===== src/rtl/alu_share_arbiter_if.sv =====
// Bundles the two requester handshakes, their response channels and the shared ALU bus.
// Arbiter side is "slave"; the requesters plus ALU side is "master".
interface alu_share_arbiter_if #(
  parameter int DATA_WIDTH = 32,
  parameter int OP_WIDTH   = 5
);
  logic                  req0_valid;
  logic                  req0_ready;
  logic [OP_WIDTH-1:0]   req0_op;
  logic [OP_WIDTH-1:0]   req0_shamt;
  logic [DATA_WIDTH-1:0] req0_data_1;
  logic [DATA_WIDTH-1:0] req0_data_2;

  logic                  req1_valid;
  logic                  req1_ready;
  logic [OP_WIDTH-1:0]   req1_op;
  logic [OP_WIDTH-1:0]   req1_shamt;
  logic [DATA_WIDTH-1:0] req1_data_1;
  logic [DATA_WIDTH-1:0] req1_data_2;

  logic                  rsp0_valid;
  logic                  rsp0_ready;
  logic [DATA_WIDTH-1:0] rsp0_result;
  logic                  rsp0_zero;

  logic                  rsp1_valid;
  logic                  rsp1_ready;
  logic [DATA_WIDTH-1:0] rsp1_result;
  logic                  rsp1_zero;

  logic [OP_WIDTH-1:0]   alu_op;
  logic [OP_WIDTH-1:0]   alu_shamt;
  logic [DATA_WIDTH-1:0] alu_data_1;
  logic [DATA_WIDTH-1:0] alu_data_2;
  logic [DATA_WIDTH-1:0] alu_result;
  logic                  alu_zero;

  modport slave (
    input  req0_valid, req0_op, req0_shamt, req0_data_1, req0_data_2,
    input  req1_valid, req1_op, req1_shamt, req1_data_1, req1_data_2,
    output req0_ready, req1_ready,
    output rsp0_valid, rsp0_result, rsp0_zero,
    output rsp1_valid, rsp1_result, rsp1_zero,
    input  rsp0_ready, rsp1_ready,
    output alu_op, alu_shamt, alu_data_1, alu_data_2,
    input  alu_result, alu_zero
  );

  modport master (
    output req0_valid, req0_op, req0_shamt, req0_data_1, req0_data_2,
    output req1_valid, req1_op, req1_shamt, req1_data_1, req1_data_2,
    input  req0_ready, req1_ready,
    input  rsp0_valid, rsp0_result, rsp0_zero,
    input  rsp1_valid, rsp1_result, rsp1_zero,
    output rsp0_ready, rsp1_ready,
    input  alu_op, alu_shamt, alu_data_1, alu_data_2,
    output alu_result, alu_zero
  );
endinterface


===== src/rtl/alu_share_arbiter.sv =====
// Time-shares one combinational ALU between two requesters with round-robin arbitration.
// Sequence per op: IDLE (accept) -> EXEC (ALU driven, result captured) -> RESP (held until taken).
module alu_share_arbiter #(
  parameter int DATA_WIDTH = 32,
  parameter int OP_WIDTH   = 5
) (
  input  logic                  clk,
  input  logic                  rst,
  alu_share_arbiter_if.slave    bus,
  output logic                  busy,
  output logic                  owner,
  output logic [1:0]            fsm_state
);

  // Handshakes: a transfer happens on a rising edge where valid and ready are both high.
  // Requesters keep valid and payload stable until ready; response valid stays high and
  // result/zero stay stable until the owning requester raises ready.

  typedef enum logic [1:0] {
    IDLE = 2'd0,
    EXEC = 2'd1,
    RESP = 2'd2
  } state_t;

  state_t                state;
  logic                  last_grant;
  logic                  winner;
  logic                  any_valid;
  logic                  owner_rsp_ready;
  logic [OP_WIDTH-1:0]   op_q;
  logic [OP_WIDTH-1:0]   shamt_q;
  logic [DATA_WIDTH-1:0] data_1_q;
  logic [DATA_WIDTH-1:0] data_2_q;
  logic [DATA_WIDTH-1:0] result_q;
  logic                  zero_q;

  // Under contention the requester not granted last time wins.
  always_comb begin
    winner = 1'b0;
    if (bus.req0_valid && bus.req1_valid) begin
      winner = ~last_grant;
    end else begin
      winner = bus.req1_valid;
    end
  end

  assign any_valid       = bus.req0_valid | bus.req1_valid;
  assign owner_rsp_ready = owner ? bus.rsp1_ready : bus.rsp0_ready;

  assign bus.req0_ready = (state == IDLE) && (winner == 1'b0) && bus.req0_valid;
  assign bus.req1_ready = (state == IDLE) && (winner == 1'b1) && bus.req1_valid;

  always_ff @(posedge clk) begin
    if (rst) begin
      state      <= IDLE;
      owner      <= 1'b0;
      last_grant <= 1'b1;
      op_q       <= '0;
      shamt_q    <= '0;
      data_1_q   <= '0;
      data_2_q   <= '0;
      result_q   <= '0;
      zero_q     <= 1'b0;
    end else begin
      case (state)
        IDLE: begin
          if (any_valid) begin
            op_q       <= winner ? bus.req1_op     : bus.req0_op;
            shamt_q    <= winner ? bus.req1_shamt  : bus.req0_shamt;
            data_1_q   <= winner ? bus.req1_data_1 : bus.req0_data_1;
            data_2_q   <= winner ? bus.req1_data_2 : bus.req0_data_2;
            owner      <= winner;
            last_grant <= winner;
            state      <= EXEC;
          end
        end
        EXEC: begin
          result_q <= bus.alu_result;
          zero_q   <= bus.alu_zero;
          state    <= RESP;
        end
        RESP: begin
          if (owner_rsp_ready) begin
            state <= IDLE;
          end
        end
        default: state <= IDLE;
      endcase
    end
  end

  // Operand registers feed the ALU directly, so its inputs hold their last values between ops.
  assign bus.alu_op     = op_q;
  assign bus.alu_shamt  = shamt_q;
  assign bus.alu_data_1 = data_1_q;
  assign bus.alu_data_2 = data_2_q;

  assign bus.rsp0_valid  = (state == RESP) && (owner == 1'b0);
  assign bus.rsp1_valid  = (state == RESP) && (owner == 1'b1);
  assign bus.rsp0_result = result_q;
  assign bus.rsp1_result = result_q;
  assign bus.rsp0_zero   = zero_q;
  assign bus.rsp1_zero   = zero_q;

  assign busy      = (state != IDLE);
  assign fsm_state = state;

endmodule


===== src/flat_wrapper.sv =====
// flat-port wrapper written by rule: the top's interface ports become plain ports
module alu_share_arbiter_flat 
#(
  parameter int DATA_WIDTH = 32,
  parameter int OP_WIDTH   = 5
)
  (clk, rst, busy, owner, fsm_state, bus_req0_valid, bus_req0_op, bus_req0_shamt, bus_req0_data_1, bus_req0_data_2, bus_req1_valid, bus_req1_op, bus_req1_shamt, bus_req1_data_1, bus_req1_data_2, bus_req0_ready, bus_req1_ready, bus_rsp0_valid, bus_rsp0_result, bus_rsp0_zero, bus_rsp1_valid, bus_rsp1_result, bus_rsp1_zero, bus_rsp0_ready, bus_rsp1_ready, bus_alu_op, bus_alu_shamt, bus_alu_data_1, bus_alu_data_2, bus_alu_result, bus_alu_zero);
  alu_share_arbiter_if #(.DATA_WIDTH(DATA_WIDTH), .OP_WIDTH(OP_WIDTH)) bus_i ();
  input  logic clk;
  input  logic rst;
  output logic busy;
  output logic owner;
  output logic [1:0] fsm_state;
  input wire logic [$bits(bus_i.req0_valid)-1:0] bus_req0_valid;
  input wire logic [$bits(bus_i.req0_op)-1:0] bus_req0_op;
  input wire logic [$bits(bus_i.req0_shamt)-1:0] bus_req0_shamt;
  input wire logic [$bits(bus_i.req0_data_1)-1:0] bus_req0_data_1;
  input wire logic [$bits(bus_i.req0_data_2)-1:0] bus_req0_data_2;
  input wire logic [$bits(bus_i.req1_valid)-1:0] bus_req1_valid;
  input wire logic [$bits(bus_i.req1_op)-1:0] bus_req1_op;
  input wire logic [$bits(bus_i.req1_shamt)-1:0] bus_req1_shamt;
  input wire logic [$bits(bus_i.req1_data_1)-1:0] bus_req1_data_1;
  input wire logic [$bits(bus_i.req1_data_2)-1:0] bus_req1_data_2;
  output wire logic [$bits(bus_i.req0_ready)-1:0] bus_req0_ready;
  output wire logic [$bits(bus_i.req1_ready)-1:0] bus_req1_ready;
  output wire logic [$bits(bus_i.rsp0_valid)-1:0] bus_rsp0_valid;
  output wire logic [$bits(bus_i.rsp0_result)-1:0] bus_rsp0_result;
  output wire logic [$bits(bus_i.rsp0_zero)-1:0] bus_rsp0_zero;
  output wire logic [$bits(bus_i.rsp1_valid)-1:0] bus_rsp1_valid;
  output wire logic [$bits(bus_i.rsp1_result)-1:0] bus_rsp1_result;
  output wire logic [$bits(bus_i.rsp1_zero)-1:0] bus_rsp1_zero;
  input wire logic [$bits(bus_i.rsp0_ready)-1:0] bus_rsp0_ready;
  input wire logic [$bits(bus_i.rsp1_ready)-1:0] bus_rsp1_ready;
  output wire logic [$bits(bus_i.alu_op)-1:0] bus_alu_op;
  output wire logic [$bits(bus_i.alu_shamt)-1:0] bus_alu_shamt;
  output wire logic [$bits(bus_i.alu_data_1)-1:0] bus_alu_data_1;
  output wire logic [$bits(bus_i.alu_data_2)-1:0] bus_alu_data_2;
  input wire logic [$bits(bus_i.alu_result)-1:0] bus_alu_result;
  input wire logic [$bits(bus_i.alu_zero)-1:0] bus_alu_zero;
  assign bus_i.req0_valid = bus_req0_valid;
  assign bus_i.req0_op = bus_req0_op;
  assign bus_i.req0_shamt = bus_req0_shamt;
  assign bus_i.req0_data_1 = bus_req0_data_1;
  assign bus_i.req0_data_2 = bus_req0_data_2;
  assign bus_i.req1_valid = bus_req1_valid;
  assign bus_i.req1_op = bus_req1_op;
  assign bus_i.req1_shamt = bus_req1_shamt;
  assign bus_i.req1_data_1 = bus_req1_data_1;
  assign bus_i.req1_data_2 = bus_req1_data_2;
  assign bus_req0_ready = bus_i.req0_ready;
  assign bus_req1_ready = bus_i.req1_ready;
  assign bus_rsp0_valid = bus_i.rsp0_valid;
  assign bus_rsp0_result = bus_i.rsp0_result;
  assign bus_rsp0_zero = bus_i.rsp0_zero;
  assign bus_rsp1_valid = bus_i.rsp1_valid;
  assign bus_rsp1_result = bus_i.rsp1_result;
  assign bus_rsp1_zero = bus_i.rsp1_zero;
  assign bus_i.rsp0_ready = bus_rsp0_ready;
  assign bus_i.rsp1_ready = bus_rsp1_ready;
  assign bus_alu_op = bus_i.alu_op;
  assign bus_alu_shamt = bus_i.alu_shamt;
  assign bus_alu_data_1 = bus_i.alu_data_1;
  assign bus_alu_data_2 = bus_i.alu_data_2;
  assign bus_i.alu_result = bus_alu_result;
  assign bus_i.alu_zero = bus_alu_zero;
  alu_share_arbiter #(.DATA_WIDTH(DATA_WIDTH), .OP_WIDTH(OP_WIDTH)) u_core (.clk(clk), .rst(rst), .bus(bus_i), .busy(busy), .owner(owner), .fsm_state(fsm_state));
endmodule

===== config.mk =====
export PLATFORM = sky130hd
export DESIGN_NAME = alu_share_arbiter_flat
export DESIGN_NICKNAME = d
export VERILOG_FILES = /design/src/rtl/alu_share_arbiter_if.sv /design/src/rtl/alu_share_arbiter.sv /design/src/flat_wrapper.sv
export SDC_FILE = /design/constraint.sdc
export NUM_CORES = 1
export LEC_CHECK = 0
export ABC_AREA = 1
export BUFFER_PORTS_ARGS = -buffer_cell sky130_fd_sc_hd__buf_4
export CAP_MARGIN = 20
export CORE_AREA = 2 2 131 133
export DETAILED_ROUTE_END_ITERATION = 10
export DIE_AREA = 0 0 133 135
export PLACE_DENSITY = 0.67
export SYNTH_ARGS = -nofsm -noshare
export SYNTH_HDL_FRONTEND = slang
export SYNTH_SLANG_ARGS = --single-unit
export TNS_END_PERCENT = 20

===== constraint.sdc =====
create_clock -name clk -period 3.45 [get_ports clk]
set_input_delay 0.5175 -clock clk [delete_from_list [all_inputs] [get_ports clk]]
set_output_delay 0.5175 -clock clk [all_outputs]
set_load 0.03 [all_outputs]

==> out/qor.yml <==
logic_synthesis:
  syn-num-nets: 1176
  synthArstFlopShare_pct: 0
  syn_area_mm2: 0.00583
  synth_common_cells: "304 x nand2_1, 294 x nor2_1, 152 x inv_1"
  syn-instance-count: 989
  synth_most_common_cell: "nand2_1"
  yosysTopAreaCellShare_pct: 38.1
  synth_edf_count: 0
  netlist_top_cells_area: "dfxtp_1 38%, nand2_1 20%, nor2_1 19%, inv_1 9.8%, buf_4 5.2%"
  yosysWarnings: 0
  synth_top_area_cell: "dfxtp_1"
  dominantRegCellSynth: "dfxtp_1"
  synth_cell_type_count: 17
  seq_area_frac_synth_pct: 38.1
  synth.avg_cell_area_um2: 5.89
  ys_seq_elements: 111
finish:
  multi_input_area_mm2: 0.00249
  utilization_pct: 51.5
  fin_nets: 1444
  diodes: 0
  nFillCells: 1708
  seqCellArea_mm2: 0.00222
  drive_above_1_share_pct: 28.8
  syn2layout_area_growth_pct: 44.8
  fin_area_mm2: 0.00844
placement:
  numPortBuffers: 334
  hpwl_mm: 13.0
  gp_congestion: 0.801
  postPlaceCellArea_mm2: 0.00815
clocking:
  cts-buffers-inserted: 9
  cts.sinks: 111
  clk_pin_slew_ns: 0.08
  post-cts-setup-buffer-count: 0
  cts_root_buffer: "clkbuf_16"
  cts_hold_buf: 0
  clockBufferDepth: 2
  cts_tree: "done"
  cts.repair.resized: 0
  clkLatencyLatePin_ns: 0.34
  h-tree-depth: 3
critical_path:
  crit_type: "flip-flop to output pin"
  rrSetupSlack_ns: 1.55
  critPathTopFamily: "simple AND/OR/NAND/NOR gates"
  crit_chain: "nand2_1, nand2_4, inv_1, nand2_1, inv_1, buf_4"
  rr_endpoint: "u_core.bus.rsp0_result[18]"
  r2r-start: "u_core.fsm_state[0]"
  cp_slowest_cell: "nand2_4"
  arrival_ns: 1.68
  max_stage_delay_ns: 0.43
  path_depth: 6
  cp_max_fo: 53
  critPathBufInv: 3
  critPathRequiredTime_ns: 2.93
  start_kind: "flip-flop"
  end_kind: "output pin"
  rr_worst_depth: 5
power_and_ir_drop:
  power_frac_seq_pct: 37.9
  p_clk_share_pct: 25.3
  p_per_area_mw_per_mm2: 479
  intPower_w: 0.00252
  p_comb_share_pct: 36.8
  netSwitchingPower_w: 0.00153
  p_leak_nw: 4.97
  ir_drop_uv: 251
  netSwitchingFraction_pct: 37.8
sta:
  fin_skew_ns: 0.00835
  slew_headroom_pct: 44.4
  max_freq_mhz: 455
  min_period_ns: 2.20
  final-setup-viol-count: 0
  tightest_slew_ns: 0.831
  finalCritPeriodShare_pct: 63.7
  hold_viol: 0
  tns_ns: 0
  slew_violations: 0
  holdWs_ns: 0.377
  rsz0062_at_grt: "false"
routing:
  viasPerCell: 4.13
  vias: 6123
  routed_wl_mm: 17.8
  ant_nets: 0
  drtIter0Drc: 218
  route.detailed.drc: 0
  detailedRoute.firstPassIterationCount: 4
  detail_route.wl_per_cell_um: 12.0
die:
  die_w_um: 133
  fp.dieH_um: 135
  dieArea_mm2: 0.0180
  io_pins: 335
  rows: 47
  core_mm2: 0.0164
  initial_core_util_pct: 35.5
global_route:
  grt_pass1_vias: 5497
  grt_overflow_total: 0
  grt_pass1_wl_mm: 27.3
  grt_max_degree: 58
  antenna_found_initial: 0
  grt_usage_pct: 19.0
min_path:
  hold_class: "input pin to flip-flop"
  min_to: "u_core.owner"
  hold_start: "rst"
  hold_depth: 2
status:
  run_status: "completed"
job:
  maxCapViolCount: 0
sequential cells by signal, summed over array words and instances (netlist names):
signal                  cells
u_core.bus.alu_shamt        5
u_core.owner                1
u_core.bus.rsp0_result     32
u_core.fsm_state            2
u_core.bus.alu_data_2      32
u_core.bus.rsp0_zero        1
u_core.bus.alu_data_1      32
u_core.bus.alu_op           5
u_core.last_grant           1
worst max-delay path by stage:
stage                      start              to  slack (ns)
3_3_place_gp      bus_req0_valid  bus_req1_ready        1.32
2_1_floorplan     bus_req0_valid  bus_req0_ready        1.69
6_report       u_core.last_grant  bus_req1_ready        1.25
5_1_grt        u_core.last_grant  bus_req1_ready        1.10
3_5_place_dp      bus_req0_valid  bus_req1_ready        1.30
4_1_cts        u_core.last_grant  bus_req1_ready        1.22
stage by stage:
stage	std cells	total power [W]	worst slack, ns
floorplan	989	0.00253	1.69
global placement	1466	0.00305	1.32
detailed placement	1466	0.00306	1.30
CTS	1482	0.00410	1.22
global route	1482	0.00429	1.10
finish	1482	0.00404	1.25
power by group through the flow:
stage	sequential, W	clock (W)	combinational [W]
final	0.00153	0.00102	0.00149
after global routing	0.00155	0.00111	0.00163
after CTS	0.00153	0.00105	0.00151
after detailed placement	0.00156	0	0.00150
after global placement	0.00156	0	0.00149
after floorplan	0.00185	0	0.000681
worst reg2reg max path: stages, from the launching register on:
cell     delay, ns
dfxtp_1       0.41
inv_2         0.07
nor2_4        0.56
inv_2         0.48
nor2_1        0.23
nor2_1        0.06
layout make-up:
cell class,instances,area share [%]
clock buffers,9,2.67
repair buffers,339,30.6
multi-input cells,640,29.5
clock inverters,7,0.756
inverters,156,6.95
flip-flops and latches,111,26.3
well taps,220,3.26
layer usage:
metal / vias to the layer above / global-route usage (%) / wire length (um)
li1: 3321 / - / -
met1: 2569 / 22.3 / 7370
met2: 203 / 33.4 / 8680
met3: 30 / 4.47 / 1230
met4: 0 / 7.77 / 488
met5: - / 0 / 0
cells by family after synthesis:
group	after synthesis	synth area share, %
and+or+nand+nor	604	39.2
buffers and inverters	238	19.5
DFF	111	38.1
AOI/OAI and AO/OA	36	3.16
cells in the final DEF (no fill, tap or decap):
cell and count:
nand2_1 304, o21ai_0 28, nand3_1 2, a21oi_1 2, o21ai_4 1, clkbuf_16 9
nor2_2 1, clkinv_2 1, clkinv_4 2, inv_8 2, clkinvlp_4 2, nand2_4 1
nor2_4 2, dfxtp_1 111, o21ai_1 5, nor2_1 294, buf_12 3, inv_6 1
inv_1 152, buf_4 336, inv_2 3
Power figures use the tool's default switching activity.
